[src/rtl/lstm_bp_pkg.sv]
// Shared constants, types and saturating helpers for the LSTM backward-pass cell.
// Contents: word width and fraction bits, ONE, FSM state encoding, step counter
// type, and the sat_add / sat_sub functions (WIDTH+1-bit result clamped to WIDTH).
package lstm_bp_pkg;

   localparam int unsigned WIDTH = 32;
   localparam int unsigned FRAC  = 24;

   typedef logic signed [WIDTH-1:0] word_t;

   localparam word_t ONE    = word_t'(1) << FRAC;
   localparam word_t MaxVal = {1'b0, {(WIDTH-1){1'b1}}};
   localparam word_t MinVal = {1'b1, {(WIDTH-1){1'b0}}};

   typedef enum logic [1:0] {StIdle, StCalc, StDone} state_e;

   typedef logic [3:0] step_t;
   localparam step_t LastStep = 4'd15;

   function automatic word_t sat_add(input word_t x, input word_t y);
      logic [WIDTH:0] s;
      s = {x[WIDTH-1], x} + {y[WIDTH-1], y};
      // Top two bits differ only when the sum left the WIDTH-bit range
      if (s[WIDTH] != s[WIDTH-1]) return s[WIDTH] ? MinVal : MaxVal;
      return s[WIDTH-1:0];
   endfunction

   function automatic word_t sat_sub(input word_t x, input word_t y);
      logic [WIDTH:0] s;
      s = {x[WIDTH-1], x} - {y[WIDTH-1], y};
      if (s[WIDTH] != s[WIDTH-1]) return s[WIDTH] ? MinVal : MaxVal;
      return s[WIDTH-1:0];
   endfunction

endpackage

[src/rtl/lstm_bp_cell_mul.sv]
// fxp_mul_sat: combinational signed fixed-point multiply.
// Full 2*WIDTH product, arithmetic shift right by FRAC (floor), saturate to WIDTH.
// Ports: a, b  operands; p  saturated result.
module fxp_mul_sat #(
   parameter int unsigned WIDTH = 32,
   parameter int unsigned FRAC  = 24
) (
   input  logic signed [WIDTH-1:0] a,
   input  logic signed [WIDTH-1:0] b,
   output logic signed [WIDTH-1:0] p
);

   logic signed [2*WIDTH-1:0] ax;
   logic signed [2*WIDTH-1:0] bx;
   logic signed [2*WIDTH-1:0] prod;
   logic signed [2*WIDTH-1:0] sh;
   logic        [WIDTH:0]     hi;

   assign ax   = {{WIDTH{a[WIDTH-1]}}, a};
   assign bx   = {{WIDTH{b[WIDTH-1]}}, b};
   assign prod = ax * bx;
   assign sh   = prod >>> FRAC;
   // Result fits when every bit above the WIDTH-bit sign position matches it
   assign hi   = sh[2*WIDTH-1:WIDTH-1];

   always_comb begin
      p = sh[WIDTH-1:0];
      if (!(&hi) && |hi) begin
         p = sh[2*WIDTH-1] ? {1'b1, {(WIDTH-1){1'b0}}} : {1'b0, {(WIDTH-1){1'b1}}};
      end
   end

endmodule

[src/rtl/lstm_bp_cell.sv]
// lstm_bp_cell: LSTM backward-pass cell for one time step.
// Captures cached forward values and incoming gradients on i_start, then runs a
// 16-step schedule through a single saturating multiplier to produce the gate
// deltas (o_da, o_di, o_df, o_do) and the cell-state gradient o_dc.
// Ports: clk, rst (async, active-high); i_start; i_a/i_i/i_f/i_o/i_tc/i_cp/i_dh/
// i_dcn/i_fn data in; o_busy, o_valid (1-cycle pulse); o_dc..o_do results.
module lstm_bp_cell
   import lstm_bp_pkg::*;
(
   input  logic             clk,
   input  logic             rst,
   input  logic             i_start,
   input  logic [WIDTH-1:0] i_a,
   input  logic [WIDTH-1:0] i_i,
   input  logic [WIDTH-1:0] i_f,
   input  logic [WIDTH-1:0] i_o,
   input  logic [WIDTH-1:0] i_tc,
   input  logic [WIDTH-1:0] i_cp,
   input  logic [WIDTH-1:0] i_dh,
   input  logic [WIDTH-1:0] i_dcn,
   input  logic [WIDTH-1:0] i_fn,
   output logic             o_busy,
   output logic             o_valid,
   output logic [WIDTH-1:0] o_dc,
   output logic [WIDTH-1:0] o_da,
   output logic [WIDTH-1:0] o_di,
   output logic [WIDTH-1:0] o_df,
   output logic [WIDTH-1:0] o_do
);

   state_e state_q, state_d;
   step_t  step_q, step_d;
   logic   capture, finish, valid_q;

   word_t a_q, i_q, f_q, o_q, tc_q, cp_q, dh_q, dcn_q, fn_q;
   word_t r0_q, dc_q, da_q, di_q, df_q;
   word_t op_x, op_y, prod;

   always_comb begin
      state_d = state_q;
      step_d  = step_q;
      capture = 1'b0;
      finish  = 1'b0;
      case (state_q)
         StIdle: begin
            if (i_start) begin
               state_d = StCalc;
               step_d  = '0;
               capture = 1'b1;
            end
         end
         StCalc: begin
            step_d = step_q + 4'd1;
            if (step_q == LastStep) begin
               state_d = StDone;
               finish  = 1'b1;
            end
         end
         StDone:  state_d = StIdle;
         default: state_d = StIdle;
      endcase
   end

   // Operand select for the shared multiplier, one product per step
   always_comb begin
      op_x = '0;
      op_y = '0;
      case (step_q)
         4'd0:  begin op_x = tc_q;  op_y = tc_q;                 end
         4'd1:  begin op_x = o_q;   op_y = sat_sub(ONE, r0_q);   end
         4'd2:  begin op_x = dh_q;  op_y = r0_q;                 end
         4'd3:  begin op_x = dcn_q; op_y = fn_q;                 end
         4'd4:  begin op_x = a_q;   op_y = a_q;                  end
         4'd5:  begin op_x = i_q;   op_y = sat_sub(ONE, r0_q);   end
         4'd6:  begin op_x = dc_q;  op_y = r0_q;                 end
         4'd7:  begin op_x = i_q;   op_y = sat_sub(ONE, i_q);    end
         4'd8:  begin op_x = a_q;   op_y = r0_q;                 end
         4'd9:  begin op_x = dc_q;  op_y = r0_q;                 end
         4'd10: begin op_x = f_q;   op_y = sat_sub(ONE, f_q);    end
         4'd11: begin op_x = cp_q;  op_y = r0_q;                 end
         4'd12: begin op_x = dc_q;  op_y = r0_q;                 end
         4'd13: begin op_x = o_q;   op_y = sat_sub(ONE, o_q);    end
         4'd14: begin op_x = tc_q;  op_y = r0_q;                 end
         4'd15: begin op_x = dh_q;  op_y = r0_q;                 end
         default: ;
      endcase
   end

   fxp_mul_sat #(
      .WIDTH(WIDTH),
      .FRAC (FRAC)
   ) u_mul (
      .a(op_x),
      .b(op_y),
      .p(prod)
   );

   always_ff @(posedge clk or posedge rst) begin
      if (rst) begin
         state_q <= StIdle;
         step_q  <= '0;
         valid_q <= 1'b0;
         a_q     <= '0;
         i_q     <= '0;
         f_q     <= '0;
         o_q     <= '0;
         tc_q    <= '0;
         cp_q    <= '0;
         dh_q    <= '0;
         dcn_q   <= '0;
         fn_q    <= '0;
         r0_q    <= '0;
         dc_q    <= '0;
         da_q    <= '0;
         di_q    <= '0;
         df_q    <= '0;
         o_dc    <= '0;
         o_da    <= '0;
         o_di    <= '0;
         o_df    <= '0;
         o_do    <= '0;
      end else begin
         state_q <= state_d;
         step_q  <= step_d;
         valid_q <= finish;
         if (capture) begin
            a_q   <= i_a;
            i_q   <= i_i;
            f_q   <= i_f;
            o_q   <= i_o;
            tc_q  <= i_tc;
            cp_q  <= i_cp;
            dh_q  <= i_dh;
            dcn_q <= i_dcn;
            fn_q  <= i_fn;
         end
         if (state_q == StCalc) begin
            case (step_q)
               4'd3:    dc_q <= sat_add(r0_q, prod);
               4'd6:    da_q <= prod;
               4'd9:    di_q <= prod;
               4'd12:   df_q <= prod;
               4'd15:   ;
               default: r0_q <= prod;
            endcase
         end
         // The final product goes straight to o_do so all outputs change together
         if (finish) begin
            o_dc <= dc_q;
            o_da <= da_q;
            o_di <= di_q;
            o_df <= df_q;
            o_do <= prod;
         end
      end
   end

   assign o_busy  = (state_q != StIdle);
   assign o_valid = valid_q;

endmodule
[config.mk]
export PLATFORM = sky130hd
export DESIGN_NAME = lstm_bp_cell
export DESIGN_NICKNAME = d
export VERILOG_FILES = /design/src/rtl/lstm_bp_pkg.sv /design/src/rtl/lstm_bp_cell_mul.sv /design/src/rtl/lstm_bp_cell.sv
export SDC_FILE = /design/constraint.sdc
export NUM_CORES = 2
export LEC_CHECK = 0
export CORE_ASPECT_RATIO = 2
export CORE_MARGIN = 2
export CORE_UTILIZATION = 40
export CTS_BUF_LIST = sky130_fd_sc_hd__clkbuf_16
export DETAILED_ROUTE_END_ITERATION = 16
export DONT_BUFFER_PORTS = 1
export PLACE_DENSITY_LB_ADDON = 0.1
export RECOVER_POWER = 25
export SKIP_CTS_REPAIR_TIMING = 1
export SLEW_MARGIN = 40
export SYNTH_ARGS = -nofsm -noshare
export SYNTH_HDL_FRONTEND = slang
export SYNTH_SLANG_ARGS = --single-unit
[constraint.sdc]
create_clock -name clk -period 27.8 [get_ports clk]
set_input_delay 5.56 -clock clk [delete_from_list [all_inputs] [get_ports clk]]
set_output_delay 5.56 -clock clk [all_outputs]
set_load 0.02 [all_outputs]
# Yosys cells after proc, flatten, opt, wreduce, memory -nomap -nowiden
# Cells that the tools add are included.
# Widths: inputs -> output; s select.
dict set report word_totals {
  reg_bits 615
  input_bits 291
  out_inout_bits 162
  word_cells 117
}
dict set report op_classes {
  add_sub_neg 6
  mul 1
  eq_ne 23
  n_mux 41
  bitwise_logic 1
  reduce_logical 23
}
# operator count
set op_table {}
lappend op_table {{$mux 32} 18}
lappend op_table {{$pmux 32 s9} 2}
lappend op_table {{$sub 26x32->33 const A} 4}
lappend op_table {{$mul 32x32->64} 1}
lappend op_table {{$add 32x32->33} 1}
lappend op_table {{$eq 4x4->1 const B} 8}
lappend op_table {{$eq 4x3->1 const B} 4}
lappend op_table {{$mux 1} 16}
lappend op_table {{$reduce_and 2->1} 7}
lappend op_table {{$reduce_or 2->1} 5}
lappend op_table {{$reduce_and 9->1} 1}
lappend op_table {{$reduce_or 9->1} 1}
lappend op_table {{$eq 4x2->1 const B} 2}
lappend op_table {{$pmux 4 s2} 1}
lappend op_table {{$reduce_or 8->1} 1}
lappend op_table {{$ne 1x1->1} 5}
lappend op_table {{$reduce_or 5->1} 1}
lappend op_table {{$add 4x1->4 const B} 1}
lappend op_table {{$eq 4x1->1 const B} 1}
lappend op_table {{$logic_not 4->1} 1}
lappend op_table {{$mux 2} 2}
lappend op_table {{$mux 4} 1}
lappend op_table {{$ne 2x2->1 const B} 2}
lappend op_table {{$pmux 2 s2} 1}
lappend op_table {{7 further kinds} 8}

# Depth between registers and ports, before layout
dict set report depth {
  depth_word 17
  depth_mapped 72
}

# Cells and area by module
# Synthesis repeated with hierarchy kept, for this count alone.
dict set report hier_totals {
  hier_cells 7138
  hier_area_um2 67282.0
}
# module instances cells_each area_each_um2 seq_area_each_um2
set by_module_without_submodules {}
lappend by_module_without_submodules {fxp_mul_sat 1 3909 36343.6 0.0}
lappend by_module_without_submodules {lstm_bp_cell 1 3229 30938.4 15389.8}

# Worst setup path after synthesis
# No wires, ideal clock.
dict set report synth_timing {
  path_kind {register -> register}
  from {reg o_q[5]}
  to {reg dc_q[11]}
  setup_time_ps 138
  arrival_time_ps 16722
  required_time_ps 27662
  path_slack_ps 10940
  path_stages_with_launch 63
  n_path_buf 8
  period_less_slack_ps 16860
  path_cell_list {dfrtp_1 clkbuf_1 or4_1 or4_1 or3_1 o41ai_1 nand2_1 xor2_1 ha_1 nand2b_1 o21a_1 o21a_1 clkbuf_1 o21ai_0 nand3_1 o32a_1 clkbuf_1 nand2_1 [... 27 more ...] ha_1 fa_1 a21oi_1 o21bai_1 a2111oi_0 nor3_1 a221oi_1 a21oi_1 o41ai_1 o2111ai_1 nand3_1 nand3_1 a31oi_1 or2_2 clkbuf_1 buf_1 a2bb2oi_1 o211ai_1}
}
dict set report synth_between {
  elab_chain_len 17
  word_cells_on_any_way 24
  cone_classes {add/sub: 2; mul: 1; eq/ne: 2; mux: 15; reduce/logical: 4}
}
# item line_no
set synth_lines {}
lappend synth_lines {{start, declared} lstm_bp_cell.sv:35} ;# word_t a_q, i_q, f_q, o_q, tc_q, cp_q, dh_q, dcn_q, fn_q;
lappend synth_lines {{start signal, assigned} lstm_bp_cell.sv:130} ;# o_q <= i_o;
lappend synth_lines {{$sub 26x32->33} lstm_bp_pkg.sv:30} ;# s = {x[WIDTH-1], x} - {y[WIDTH-1], y};
lappend synth_lines {{$ne 1x1->1} lstm_bp_pkg.sv:31} ;# if (s[WIDTH] != s[WIDTH-1]) return s[WIDTH] ? MinVal : MaxVal;
lappend synth_lines {{$mux 1} lstm_bp_pkg.sv:31}
lappend synth_lines {{$mux 1} lstm_bp_cell.sv:68} ;# case (step_q)
lappend synth_lines {{$mux 32} lstm_bp_pkg.sv:32} ;# return s[WIDTH-1:0];
lappend synth_lines {{$pmux 32 s9} lstm_bp_cell.sv:68}
lappend synth_lines {{$mul 32x32->64 (*)} lstm_bp_cell_mul.sv:21} ;# assign prod = ax * bx;
lappend synth_lines {{$reduce_and 9->1} lstm_bp_cell_mul.sv:28} ;# if (!(&hi) && |hi) begin
lappend synth_lines {{[... 2 more ...]} -}
lappend synth_lines {{$mux 32 (*)} lstm_bp_cell_mul.sv:28}
lappend synth_lines {{net prod[0]} lstm_bp_cell.sv:37} ;# word_t op_x, op_y, prod;
lappend synth_lines {{$add 32x32->33 (*)} lstm_bp_pkg.sv:22} ;# s = {x[WIDTH-1], x} + {y[WIDTH-1], y};
lappend synth_lines {{$ne 1x1->1} lstm_bp_pkg.sv:24} ;# if (s[WIDTH] != s[WIDTH-1]) return s[WIDTH] ? MinVal : MaxVal;
lappend synth_lines {{$mux 1} lstm_bp_pkg.sv:24}
lappend synth_lines {{$mux 1} lstm_bp_cell.sv:138} ;# case (step_q)
lappend synth_lines {{$mux 1} lstm_bp_cell.sv:137} ;# if (state_q == StCalc) begin
lappend synth_lines {{$mux 32 (*)} lstm_bp_pkg.sv:25} ;# return s[WIDTH-1:0];
lappend synth_lines {{end signal, assigned} lstm_bp_cell.sv:139} ;# 4'd3: dc_q <= sat_add(r0_q, prod);
lappend synth_lines {{end, declared} lstm_bp_cell.sv:36} ;# word_t r0_q, dc_q, da_q, di_q, df_q;
# The timed path passes the listed nets; every way through them passes the cells marked *. The select of a mux whose other input is x is not followed.
# A chain may end at the register's enable or synchronous reset.

# Worst setup path in the final report
dict set report layout_timing {
  from {reg f_q[2]}
  to {reg dc_q[4]}
}
dict set report layout_between {
  elab_chain_len 17
  word_cells_on_any_way 24
  cone_classes {add/sub: 2; mul: 1; eq/ne: 2; mux: 15; reduce/logical: 4}
}
# item line_no
set layout_lines {}
lappend layout_lines {{start, declared} lstm_bp_cell.sv:35}
lappend layout_lines {{start signal, assigned} lstm_bp_cell.sv:129} ;# f_q <= i_f;
lappend layout_lines {{$sub 26x32->33} lstm_bp_pkg.sv:30}
lappend layout_lines {{$ne 1x1->1} lstm_bp_pkg.sv:31}
lappend layout_lines {{$mux 1} lstm_bp_pkg.sv:31}
lappend layout_lines {{$mux 1} lstm_bp_cell.sv:68}
lappend layout_lines {{$mux 32} lstm_bp_pkg.sv:32}
lappend layout_lines {{$pmux 32 s9} lstm_bp_cell.sv:68}
lappend layout_lines {{$mul 32x32->64 (*)} lstm_bp_cell_mul.sv:21}
lappend layout_lines {{$reduce_and 9->1} lstm_bp_cell_mul.sv:28}
lappend layout_lines {{[... 2 more ...]} -}
lappend layout_lines {{$mux 32 (*)} lstm_bp_cell_mul.sv:28}
lappend layout_lines {{net prod[0]} lstm_bp_cell.sv:37}
lappend layout_lines {{$add 32x32->33 (*)} lstm_bp_pkg.sv:22}
lappend layout_lines {{$ne 1x1->1} lstm_bp_pkg.sv:24}
lappend layout_lines {{$mux 1} lstm_bp_pkg.sv:24}
lappend layout_lines {{$mux 1} lstm_bp_cell.sv:138}
lappend layout_lines {{$mux 1} lstm_bp_cell.sv:137}
lappend layout_lines {{$mux 32 (*)} lstm_bp_pkg.sv:25}
# Marks and branches as above.

==> summary.txt <==
Floorplanning
  • Die area: 172100 um2
  • Core area: 167900 um2
  • Die X: 294.3 um
  • Die Y: 584.7 um
  • FP Rows: 213
  • Initial core utilization: 40.16%
  • I/O pins: 453

Routing
  • DR WL/cell: 31.91 um
  • DRC errors left: 0
  • Iter 0 DRT Violations: 4361
  • Drt first pass iters: 7
  • Final wirelength: 303300 um
  • Vias: 55205
  • Vias per inst: 5.808
  • Post-DRT Antenna Nets: 0

Synthesis
  • EDFF count, synth: 0
  • Synth Register Bits: 615
  • Synth top area cells: fa_1, dfrtp_1, nand2_1, inv_1, nor2_1
  • Synth Instances: 7544
  • Post-synth top area cell: fa_1
  • Synth warnings: 0
  • Cell with the most instances after synthesis: nand2_1
  • Synth unique cells: 92
  • Mean Syn Cell Area: 8.939 um2
  • Mapped Area: 67430 um2
  • Post-synth net total: 9145
  • Synth top area share: 32.15%
  • Synth top cells by count: nand2_1, fa_1, inv_1
  • Post-synthesis sequential area ratio: 22.82%
  • Post-synth ARST share: 100.0%
  • Predominant post-synthesis flop cell: dfrtp_1

Global routing
  • First-pass GRT wire length: 431900 um
  • Grt ovf: 0
  • Vias in the first global route: 60188
  • GR Util All Layers: 35.70%
  • Antenna violations before repair: 16
  • Largest net degree at the start of global routing: 126

STA
  • Slew margin rel.: -300.1%
  • Final period util: 69.62%
  • Fmax: 51.67 MHz
  • Slew Limit Fails: 628
  • Endpoints failing setup: 0
  • Min Hold Slack: 0.4801 ns
  • RSZ-0062 raised after global routing: no
  • Hold Fails Final Rpt: 0
  • Clock Skews: 0.03266 ns
  • Setup TNS: 0 ns
  • Final period demand of the worst path: 19.35 ns
  • Worst-Margin Slew: 5.968 ns
  • Slack of the critical path: 8.446 ns

Layout
  • Share of layout cells above drive strength 1: 7.257%
  • Final non-filler cell total: 9505
  • Layout Nets: 8905
  • Area grow syn2layout: 6.622%

Setup path
  • CP Launch Type: flip-flop
  • Crit-path slowest cell: fa_1
  • Worst Path Max Fanout: 36
  • Crit-path most repeated cell: fa_1
  • WS Path Type: flip-flop to flip-flop
  • CP Capture Type: flip-flop
  • Family with the most delay on the worst path: adder cells
  • Worst EP arrival: 19.89 ns
  • WP buf/inv: 7
  • Required time of the critical path: 28.34 ns
  • Critical Path Max Stage Delay: 0.95 ns

Status
  • Violated checks: capacitance limit, slew limit
  • Outcome: finished, violations left

Clock tree
  • Root Buffer: clkbuf_16
  • CTS Sinks: 615
  • Max Root-Sink Buffers: 3
  • Worst-Skew Late Latency: 0.69 ns
  • CTS tree: yes
  • Clock Pin Slew Worst Setup and Hold Paths: 0.08 ns
  • Htree depth: 2
  • CTS buffer count: 52

Placed design
  • Port Buffers: 0
  • Placement Setup Slack: 7.962 ns
  • Hpwl dp: 241400 um
  • Routability cong.: 1.009
  • Placed cell count: 9396

Worst hold path
  • Worst min-delay path class: flip-flop to flip-flop

Run
  • Max Cap Viol: 10
-- routing by layer --
metal  vias up  share of wire, %  wire, um  GRT usage [%]
met5         -             0.018        54              0
met4         8                12     35610          33.63
met3       952               5.9     17830          5.968
met2      2315                50    153100          62.75
met1     28623                32     96700          35.50
li1      23307                 -         -              -
-- metrics by stage --
stage	instance area, um2	utilization, %
after floorplan	67430	-
after global placement	69960	41.67
after detailed placement	70190	41.81
after CTS	71880	42.81
after global routing	71890	42.81
final	71900	42.82
-- kinds of logic after synthesis --
family / after synthesis / share of synthesized area, %
AND/OR/NAND/NOR: 2855 / 17.41
buffers and inverters: 1524 / 8.700
adder cells (fa/ha/maj): 1335 / 36.74
AO/OA/AOI/OAI: 910 / 9.882
flip-flops: 615 / 22.82
XOR/XNOR: 171 / 2.221
multiplexers: 134 / 2.228
-- worst paths after layout --
| path | start | to | slack [ns] | cells after the start |
|---|---|---|---|---|
| setup / recovery | f_q[2]$_DFFE_PP0P_ | dc_q[4]$_DFFE_PP0P_ | 8.45 | 58 |
| hold / removal | dcn_q[23]$_DFFE_PP0P_ | dcn_q[23]$_DFFE_PP0P_ | 0.48 | 2 |
| setup reg to reg | f_q[2]$_DFFE_PP0P_ | dc_q[4]$_DFFE_PP0P_ | 8.45 | 58 |
| hold reg to reg | dcn_q[23]$_DFFE_PP0P_ | dcn_q[23]$_DFFE_PP0P_ | 0.48 | 2 |
| max in group asynchronous | rst | a_q[13]$_DFFE_PP0P_ | 15.62 | 2 |
| min in group asynchronous | rst | i_q[17]$_DFFE_PP0P_ | 6.60 | 1 |
-- cells in the final DEF (no fill, tap or decap), types with 10 or more instances in the layout --
| master | Yosys | final |
|---|---|---|
| and3_1 | 25 | 23 |
| buf_4 | 1 | 156 |
| mux2_2 | 129 | 129 |
| fa_1 | 1083 | 1083 |
| nand2_1 | 1567 | 1567 |
| a222oi_1 | 37 | 37 |
| xor2_1 | 58 | 57 |
| o21ai_0 | 200 | 195 |
| and2_1 | 42 | 40 |
| or4_1 | 16 | 16 |
| o21a_1 | 16 | 15 |
| inv_1 | 1050 | 1054 |
| a31oi_1 | 12 | 10 |
| a21o_1 | 55 | 55 |
| nand2b_1 | 43 | 43 |
| o21bai_1 | 25 | 25 |
| a311oi_1 | 154 | 154 |
| dfrtp_1 | 615 | 615 |
| ha_1 | 227 | 225 |
| o31ai_1 | 10 | 10 |
| or3_1 | 16 | 16 |
| nand3_1 | 70 | 70 |
| a221oi_1 | 58 | 56 |
| a211oi_1 | 14 | 12 |
| a22o_1 | 28 | 28 |
| nor2_1 | 831 | 819 |
| a21oi_1 | 139 | 134 |
| a2bb2oi_1 | 33 | 33 |
| nor4_1 | 25 | 24 |
| nor3_1 | 89 | 86 |
| xnor2_1 | 113 | 103 |
| maj3_1 | 25 | 25 |
| diode_2 | 0 | 10 |
| nor2b_1 | 17 | 16 |
| or2_2 | 43 | 43 |
| clkbuf_16 | 0 | 52 |
| nand4_1 | 46 | 46 |
-- worst reg2reg max path: cells and delay by family (launching register included) --
kind | cells | cell delay [ns]
AOI/OAI and AO/OA | 22 | 5.68
adders and majority gates | 13 | 7.04
DFF | 1 | 0.49
xor gates and xnor gates | 1 | 0.18
buffers and inverters | 7 | 1.94
and+or+nand+nor | 15 | 3.89
-- final cells by class --
cell class / instances / area, um2
antenna: 10 / 25.02
multi-input combinational: 5405 / 46780
inverter: 1051 / 3946
clock inverter: 43 / 381.6
sequential: 615 / 15390
timing repair buffer: 179 / 1383
tap: 2150 / 2690
clock buffer: 52 / 1301
fill: 16910 / 96000
Power is not shown: default switching activity piles up to over one toggle a cycle in this logic, so the estimate is an artifact.
